<file path="config.mk">
export PLATFORM = sky130hd
export DESIGN_NAME = cpu_dma_tx_ctrl
export DESIGN_NICKNAME = d
export VERILOG_FILES = /design/src/rtl/cpu_dma_tx_ctrl_pkg.sv /design/src/rtl/cpu_dma_tx_watchdog.sv /design/src/rtl/cpu_dma_tx_ctrl.sv
export SDC_FILE = /design/constraint.sdc
export NUM_CORES = 1
export LEC_CHECK = 0
export ABC_CLOCK_PERIOD_IN_PS = 1400
export CELL_PAD_IN_SITES_DETAIL_PLACEMENT = 1
export CELL_PAD_IN_SITES_GLOBAL_PLACEMENT = 2
export CORE_ASPECT_RATIO = 1.1
export CORE_MARGIN = 1
export CORE_UTILIZATION = 25
export DETAILED_ROUTE_END_ITERATION = 6
export PLACE_DENSITY_LB_ADDON = 0.1
export SLEW_MARGIN = 10
export SYNTH_ARGS = -nofsm -noshare
export SYNTH_HDL_FRONTEND = slang
export SYNTH_SLANG_ARGS = --single-unit
</file>
<file path="constraint.sdc">
create_clock -name clk -period 1.4 [get_ports clk]
set_clock_uncertainty 0.05 [all_clocks]
set_input_delay 0.21 -clock clk [delete_from_list [all_inputs] [get_ports clk]]
set_output_delay 0.21 -clock clk [all_outputs]
set_load 0.01 [all_outputs]
</file>
<file path="src/rtl/cpu_dma_tx_ctrl_pkg.sv">
// Shared definitions for the CPU DMA TX controller: FSM state encoding,
// the default FIFO word size and a constant log2 helper (also used by the
// queue register block).
package cpu_dma_tx_ctrl_pkg;

   typedef enum logic [1:0] {
      ST_IDLE  = 2'd0,
      ST_XFER  = 2'd1,
      ST_DONE  = 2'd2,
      ST_ABORT = 2'd3
   } tx_state_t;

   localparam int DEFAULT_DATA_BYTES = 8;

   // Ceiling log2 for elaboration-time constants; clog2_f(1) = 0.
   function automatic int clog2_f(input int v);
      int r;
      r = 0;
      for (int i = 0; i < 31; i++) begin
         if ((1 << i) < v) r = i + 1;
      end
      return r;
   endfunction

endpackage

</file>
<file path="src/rtl/cpu_dma_tx_watchdog.sv">
// Per-packet inactivity watchdog. Counts cycles in which the transfer is
// running without progress; expire_next flags the cycle whose lack of
// progress must end the packet. The owning FSM leaves XFER on expiry, so the
// counter never has to wrap.
module cpu_dma_tx_watchdog
   import cpu_dma_tx_ctrl_pkg::*;
#(
   parameter int TX_WATCHDOG_TIMEOUT = 125000
) (
   input  logic clk,
   input  logic reset,
   input  logic clear,
   input  logic run,
   output logic expire_next
);

   localparam int WD_W = clog2_f(TX_WATCHDOG_TIMEOUT + 1);

   logic [WD_W-1:0] r_count;

   // Idle-cycle counter: clear has priority over counting.
   always_ff @(posedge clk) begin
      if (reset) begin
         r_count <= '0;
      end else if (clear) begin
         r_count <= '0;
      end else if (run) begin
         r_count <= r_count + 1'b1;
      end
   end

   assign expire_next = run && (r_count == WD_W'(TX_WATCHDOG_TIMEOUT - 1));

endmodule

</file>
<file path="src/rtl/cpu_dma_tx_ctrl.sv">
// CPU-to-NetFPGA DMA TX packet sequencer. Latches the packet length, gates
// word writes into the TX FIFO against backpressure, marks end-of-packet and
// aborts a stalled packet through the inactivity watchdog.
// Optional macro CPU_DMA_TX_CTRL_STATS_EN enables the completed-packet
// counter on tx_pkt_cnt; without it tx_pkt_cnt is constant 0.
//
// Handshake: a word moves from the DMA engine to the FIFO in exactly the
// cycles where dma_tx_wr_valid && dma_tx_wr_ready are both high. ready
// depends only on state and fifo_full (never on valid), valid may be
// raised or dropped freely, and the write happens in that same cycle.
module cpu_dma_tx_ctrl
   import cpu_dma_tx_ctrl_pkg::*;
#(
   parameter int TX_WATCHDOG_TIMEOUT = 125000,
   parameter int LEN_WIDTH           = 12,
   parameter int DATA_BYTES          = DEFAULT_DATA_BYTES
) (
   input  logic                 clk,
   input  logic                 reset,
   input  logic                 dma_tx_start,
   input  logic [LEN_WIDTH-1:0] dma_tx_len,
   input  logic                 dma_tx_wr_valid,
   output logic                 dma_tx_wr_ready,
   input  logic                 fifo_full,
   output logic                 fifo_wr_en,
   output logic                 fifo_wr_eop,
   output logic                 fifo_drop,
   output logic                 tx_timeout,
   output logic                 dma_tx_busy,
   output logic                 dma_tx_done,
   output logic [31:0]          tx_pkt_cnt,
   output logic [1:0]           dbg_state
);

   localparam int LOG2_DB = clog2_f(DATA_BYTES);
   localparam int WL_W    = LEN_WIDTH + 1;

   tx_state_t       r_state;
   logic [WL_W-1:0] r_words_left;

   logic [WL_W-1:0] w_len_ext;
   logic [WL_W-1:0] w_words;
   logic            w_start_ok;
   logic            w_accept;
   logic            w_last;
   logic            w_wd_clear;
   logic            w_wd_run;
   logic            w_wd_expire;

   // Word count rounded up; the extra bit keeps len + DATA_BYTES-1 exact.
   assign w_len_ext  = {1'b0, dma_tx_len};
   assign w_words    = (w_len_ext + WL_W'(DATA_BYTES - 1)) >> LOG2_DB;

   assign w_start_ok = (r_state == ST_IDLE) && dma_tx_start && (dma_tx_len != '0);
   assign w_accept   = dma_tx_wr_valid && dma_tx_wr_ready;
   assign w_last     = (r_words_left == WL_W'(1));

   assign w_wd_clear = w_start_ok || w_accept;
   assign w_wd_run   = (r_state == ST_XFER) && !w_accept;

   cpu_dma_tx_watchdog #(
      .TX_WATCHDOG_TIMEOUT (TX_WATCHDOG_TIMEOUT)
   ) u_watchdog (
      .clk         (clk),
      .reset       (reset),
      .clear       (w_wd_clear),
      .run         (w_wd_run),
      .expire_next (w_wd_expire)
   );

   // Packet FSM and remaining-word counter.
   always_ff @(posedge clk) begin
      if (reset) begin
         r_state      <= ST_IDLE;
         r_words_left <= '0;
      end else begin
         case (r_state)
            ST_IDLE: begin
               if (w_start_ok) begin
                  r_words_left <= w_words;
                  r_state      <= ST_XFER;
               end
            end
            ST_XFER: begin
               if (w_accept) begin
                  r_words_left <= r_words_left - 1'b1;
                  if (w_last) r_state <= ST_DONE;
               end else if (w_wd_expire) begin
                  r_state <= ST_ABORT;
               end
            end
            ST_DONE:  r_state <= ST_IDLE;
            ST_ABORT: r_state <= ST_IDLE;
            default:  r_state <= ST_IDLE;
         endcase
      end
   end

   // Status pulses decode straight from the state register, so they are
   // clean one-cycle pulses with no combinational input path.
   assign dma_tx_busy     = (r_state == ST_XFER);
   assign dma_tx_done     = (r_state == ST_DONE);
   assign tx_timeout      = (r_state == ST_ABORT);
   assign fifo_drop       = (r_state == ST_ABORT);
   assign dma_tx_wr_ready = dma_tx_busy && !fifo_full;
   assign fifo_wr_en      = w_accept;
   assign fifo_wr_eop     = w_accept && w_last;
   assign dbg_state       = r_state;

`ifdef CPU_DMA_TX_CTRL_STATS_EN
   logic [31:0] r_pkt_cnt;

   // Completed-packet counter; wraps naturally at 32 bits.
   always_ff @(posedge clk) begin
      if (reset) begin
         r_pkt_cnt <= '0;
      end else if (r_state == ST_DONE) begin
         r_pkt_cnt <= r_pkt_cnt + 32'd1;
      end
   end

   assign tx_pkt_cnt = r_pkt_cnt;
`else
   assign tx_pkt_cnt = 32'd0;
`endif

endmodule

</file>
==> flow_summary.yaml, run 1 <==
outcome:
  status: "finished with violations"
  violations: "negative setup slack"
layout:
  diodes: 0
  mostFrequentLayoutCell: "buf_4"
  fin_cells: 503
  area_growth_pct: 76.4
  nNetsFinal: 411
  fin_util_pct: 46.2
  final_cell_mix: "buf_4, buf_6, conb_1, dfxtp_1, nor2_1"
  drive_above_1_share_pct: 54.1
timing:
  setup_viol: 36
  fmax_mhz: 558
  hold_viol: 0
  setup_tns_ns: -5.59
  rsz0062_at_grt: "true"
  drv_slew: 0
  layout_min_cycle_time_ns: 1.79
  setup_slack_ns: -0.391
  finalCritPeriodShare_pct: 128
drt:
  avgRoutedWirePerCell_um: 14.6
  wirelength_um: 7350
  drt_iter0_drc: 28
  drc: 0
  drt-pass1-iter-count: 4
  antenna_left: 0
  routed-via-count: 2298
  via_per_inst: 4.57
placement:
  port-buffer-count: 25
  numPlacedInstances: 458
  gp_congestion: 0.743
  hpwlAfterDp_um: 4910
  place_ws_ns: -0.689
floorplan:
  core_area_um2: 8500
  start_util_pct: 26.2
  num_rows: 35
  dieWidth_um: 92.0
  dieHeight_um: 101
  io_pins: 58
  die-area_um2: 9290
grt:
  grt_max_degree: 15
  grt_pass1_wl_um: 11700
  grt_util_all_layers_pct: 16.2
  grt-ovfl-total: 0
  grt_pass1_vias: 2373
  antenna_found_initial: 0
yosys:
  synth_top_flop_cell: "dfxtp_1"
  ys_seq_elements: 32
  synth_cell_types: 62
  synth_top_family_by_area: "simple AND/OR/NAND/NOR gates"
  synth-adder-area-share_pct: 1.69
  synth_compound_area_share_pct: 14.3
  ys_seq_area_share_pct: 28.8
  synth-simple-area-share_pct: 31.4
  synth_edf_count: 0
  synth_xor_area_share_pct: 8.26
  synthArstFlopShare_pct: 0
  synth.avg_cell_area_um2: 8.37
  synthMuxAreaShare_pct: 1.35
  synthesis.area_um2: 2230
  yosysWarnings: 0
  postSynthCellCount: 266
clocking:
  cts-hold-fix-buffers: 0
  cts_buffer_depth: 2
  cts_tree: "built"
  cts-root-buf: "clkbuf_8"
  clk_pin_slew_worst_paths_ns: 0.07
  cts_inserted_buffers: 5
  clock_latency_ns: 0.29
  clkSinkCount: 32
  cts_max_level: 2
worst_hold_path:
  hold_path.class: "primary input to flip-flop"
setup_path:
  worstPathArrival_ns: 1.53
  crit_path_end_kind: "output port"
  rrSetupSlack_ns: -0.28
  critPathKind: "flip-flop to output port"
  required_ns: 1.14
  cp-start-kind: "flip-flop"
  crit_fanout: 2
power_and_ir_drop:
  p_per_area_nw_per_um2: 786
  leakage_nw: 1.60
  ir_drop_mv: 0.333
job:
  drv_cap: 0
## path summary, 6_finish.rpt
path / from / to / depth (start not counted)
worst max-delay path: r_words_left[8] / fifo_wr_eop / 5
worst min-delay path: dma_tx_len[3] / r_words_left[0] / 6
worst max register to register: r_words_left[0] / r_words_left[10] / 7
worst min register to register: r_words_left[6] / r_words_left[6] / 2
## through the flow
step | hold WS (ns) | power (mW) | cell area [um^2]
finish | 0.451 | 3.09 | 3930
detailed placement | 0.431 | 1.81 | 3020
global placement | 0.415 | 1.80 | 3020
floorplan | 0.261 | 1.47 | 2400
global route | 0.457 | 3.25 | 3930
CTS | 0.428 | 2.93 | 3630
## repair_timing
item                       CTS  global route
setup buffers               31            12
pin swaps                   46            44
setup endpoints to repair   41            37
gates cloned                 2             0
gates resized for setup    132            65
## report_power, final
group	internal [mW]	total (mW)	switching [mW]
clock	0.457	0.836	0.379
sequential	0.951	0.989	0.0382
combinational	0.657	1.26	0.606
## synth_stat cells (2+ instances only)
master / number / area share (%)
buf_4: 33 / 11
dfxtp_1: 32 / 29
nor2_1: 30 / 5.1
nand2_1: 21 / 3.5
xor2_1: 17 / 6.7
a21oi_1: 10 / 2.2
nand3_1: 10 / 2.2
nand4_1: 7 / 2.0
o21ai_0: 7 / 1.6
nor3_1: 6 / 1.3
clkbuf_1: 5 / 0.84
and3_1: 4 / 1.1
and4_1: 4 / 1.6
xnor2_1: 4 / 1.6
buf_2: 3 / 0.67
ha_1: 3 / 1.7
inv_1: 3 / 0.51
mux2i_1: 3 / 1.3
nand2b_1: 3 / 0.84
nor2b_1: 3 / 0.84
nor3_2: 3 / 1.3
nor4_1: 3 / 0.84
o211ai_1: 3 / 1.0
o31ai_1: 3 / 1.0
a211oi_1: 2 / 0.67
a22oi_1: 2 / 0.67
a31oi_1: 2 / 0.56
and2b_2: 2 / 0.79
nor3b_1: 2 / 0.67
nor3b_2: 2 / 1.1
nor4_2: 2 / 1.1
o21ai_1: 2 / 0.45
## flip-flops by register name (all words and copies together), names as in the netlist
register / flops
dbg_state: 2
u_watchdog.r_count: 17
r_words_left: 13
## cell families (layout without fill, tap and decap cells)
logic type      count (synthesis)  after routing
simple gates                  115            116
buf+inv                        47            140
compound gates                 44             45
flops                          32             32
xor+xnor                       21             21
fa+ha+maj                       3              3
mux                             3              3
other cells                     1             32
## critical path, stage by stage, from the launching register on
cell and delay (ns):
dfxtp_1 0.31, or3_4 0.40, nor3_4 0.18, nand3_2 0.11
nor2_4 0.13, buf_6 0.11
## per-layer routing
metal	global-route usage [%]	wire length [um]	vias up
met4	5.65	148	0
met1	18.0	3020	1115
met5	0	0	-
li1	-	-	1128
met2	31.0	3990	44
met3	2.79	185	11
## final cells by class
class,count,area [um^2]
Clock buffer,7,97.6
Clock inverter,1,5.00
Fill cell,969,4570
Inverter,5,36.3
Multi-Input combinational cell,220,1810
Sequential cell,32,653
Tap cell,111,139
Timing Repair Buffer,127,1180
(Power assumes the default switching activity.)
==> run 2: changes to the inputs <==
--- a/config.mk
+++ b/config.mk
@@ -11,7 +11,9 @@
 export CORE_ASPECT_RATIO = 1.1
 export CORE_MARGIN = 1
 export CORE_UTILIZATION = 25
+export CTS_CLUSTER_DIAMETER = 80
 export DETAILED_ROUTE_END_ITERATION = 6
+export GPL_TIMING_DRIVEN = 0
 export PLACE_DENSITY_LB_ADDON = 0.1
 export SLEW_MARGIN = 10
 export SYNTH_ARGS = -nofsm -noshare
==> run 2 against run 1 <==
Net effect: the flow still finishes with violations (negative setup slack); non-clock buffer count is 19 lower; routed wire length is 5.7% lower; sequential cell count stayed put; final cell count is 4.2% lower; combinational power is 17% lower; clock power is 7.9% lower; power is 7.9% lower; sequential share of layout area is 1.4 points higher; largest power group unchanged.
==> flow_summary.yaml, run 2 (synthesis gave the netlist of run 1 again) <==
drt:
  wirelength_um: 6930
  antenna_left: 0
  routed-via-count: 2156
  drc: 0
  drt-pass1-iter-count: 4
  avgRoutedWirePerCell_um: 14.4
  via_per_inst: 4.47
  drt_iter0_drc: 56
timing:
  setup_slack_ns: -0.416
  setup_viol: 38
  fmax_mhz: 551
  layout_min_cycle_time_ns: 1.82
  hold_viol: 0
  drv_slew: 0
  rsz0062_at_grt: "true"
  worst_pin_slew_ns: 0.590
  slew_headroom_pct: 60.7
  finalCritPeriodShare_pct: 130
grt:
  grt_max_degree: 11
  antenna_found_initial: 0
  grt-ovfl-total: 0
  grt_util_all_layers_pct: 15.3
  grt_pass1_vias: 2153
  grt_pass1_wl_um: 10900
setup_path:
  cp-start-kind: "flip-flop"
  max_stage_delay_ns: 0.40
  crit_path_cell_trace: "or3_4 > nor3_4 > nand3_2 > nor2_2 > buf_2"
  critPathKind: "flip-flop to output port"
  cp_slowest_cell: "or3_4"
  crit_path_end_kind: "output port"
  required_ns: 1.14
  cp_top_family: "simple AND/OR/NAND/NOR gates"
  worstPathArrival_ns: 1.56
  critPathBufInv: 1
  crit_fanout: 3
job:
  drv_cap: 0
floorplan:
  core_area_um2: 8500
  dieWidth_um: 92.0
  die-area_um2: 9290
  io_pins: 58
  dieHeight_um: 101
  start_util_pct: 26.2
  num_rows: 35
layout:
  seqCellArea_um2: 662
  diodes: 0
  area_growth_pct: 65.3
  mostFrequentLayoutCell: "buf_4"
  fillCellCount: 991
  multi_input_area_um2: 1720
  nNetsFinal: 390
  largest_reg_flops: 17
  drive_above_1_share_pct: 48.8
  final_cell_mix: "buf_4, conb_1, buf_6, nor2_1, dfxtp_1"
  top_register: "u_watchdog.r_count"
placement:
  hpwlAfterDp_um: 4610
  gp_congestion: 0.766
  port-buffer-count: 25
  place_ws_ns: -0.885
clocking:
  clock_latency_ns: 0.29
  cts-hold-fix-buffers: 0
  cts_max_level: 2
  cts_inserted_buffers: 5
  cts_tree: "built"
  cts-root-buf: "clkbuf_8"
  clkSinkCount: 32
  cts_buffer_depth: 2
  clk_pin_slew_worst_paths_ns: 0.07
power_and_ir_drop:
  p_per_area_nw_per_um2: 773
  total_power_mw: 2.84
  leakage_nw: 1.53
  ir_drop_mv: 0.273
outcome:
  violations: "negative setup slack"
  status: "finished with violations"
worst_hold_path:
  hold_path.class: "primary input to flip-flop"
-- run 2: cell count changes in the layout (fill, tap and decap cells not counted), sizes merged --
| cell | delta |
|---|---|
| a21o | -1 |
| buf | -22 |
| clkbuf | +2 |
| clkdlybuf4s15 | -2 |
| clkinv | +2 |
| dlygate4sd2 | +2 |
| inv | -1 |
| nand2 | -1 |
-- run 2: cell type report --
cell class,instances,area share [%]
Timing Repair Buffer,68,18.1
Clock inverter,2,0.272
Tap cell,111,3.77
Sequential cell,32,18.0
Clock buffer,6,2.24
Inverter,5,1.12
Buffer,40,9.86
Multi-Input combinational cell,218,46.7
-- run 2: worst paths after layout --
check / start / to / slack [ns] / cells after the start
setup / recovery: r_words_left[9] / fifo_wr_eop / -0.42 / 5
setup reg to reg: dbg_state[0] / r_words_left[10] / -0.26 / 6
hold / removal: dma_tx_len[3] / r_words_left[0] / 0.35 / 4
hold reg to reg: r_words_left[9] / r_words_left[9] / 0.44 / 2
-- run 2: per-stage QoR --
| step | TNS, ns | std cells | util (%) | hold WS [ns] | area [um^2] |
|---|---|---|---|---|---|
| after floorplan | -0.298 | 297 | - | 0.261 | 2400 |
| after global placement | -23.92 | 433 | 32.8 | 0.415 | 2790 |
| after detailed placement | -24.80 | 433 | 32.8 | 0.422 | 2790 |
| after CTS | -4.33 | 470 | 40.0 | 0.353 | 3400 |
| after global routing | -7.96 | 482 | 43.3 | 0.373 | 3680 |
| final | -5.35 | 482 | 43.3 | 0.353 | 3680 |
-- run 2: worst min-delay path: stages --
cell,delay (ns)
buf_2,0.18
xnor2_1,0.11
nand3_2,0.07
a31oi_1,0.07
-- run 2: timing repair --
action	in CTS	in global routing
buffers inserted	28	13
setup endpoints to repair	41	38
gates resized for setup	131	44
pin swaps	32	21
cloned	3	0
-- run 2: routing by layer --
metal / global-route usage (%) / share of wire, % / wire, um
met4: 4.33 / 1.1 / 75
met3: 2.41 / 3.1 / 214
met5: 0 / 0 / 0
met2: 29.4 / 56 / 3850
met1: 17.2 / 40 / 2790
-- run 2: power by group --
part | total, mW | switching (mW) | internal, mW
sequential | 1.02 | 0.0712 | 0.951
combinational | 1.05 | 0.499 | 0.552
clock | 0.770 | 0.378 | 0.393
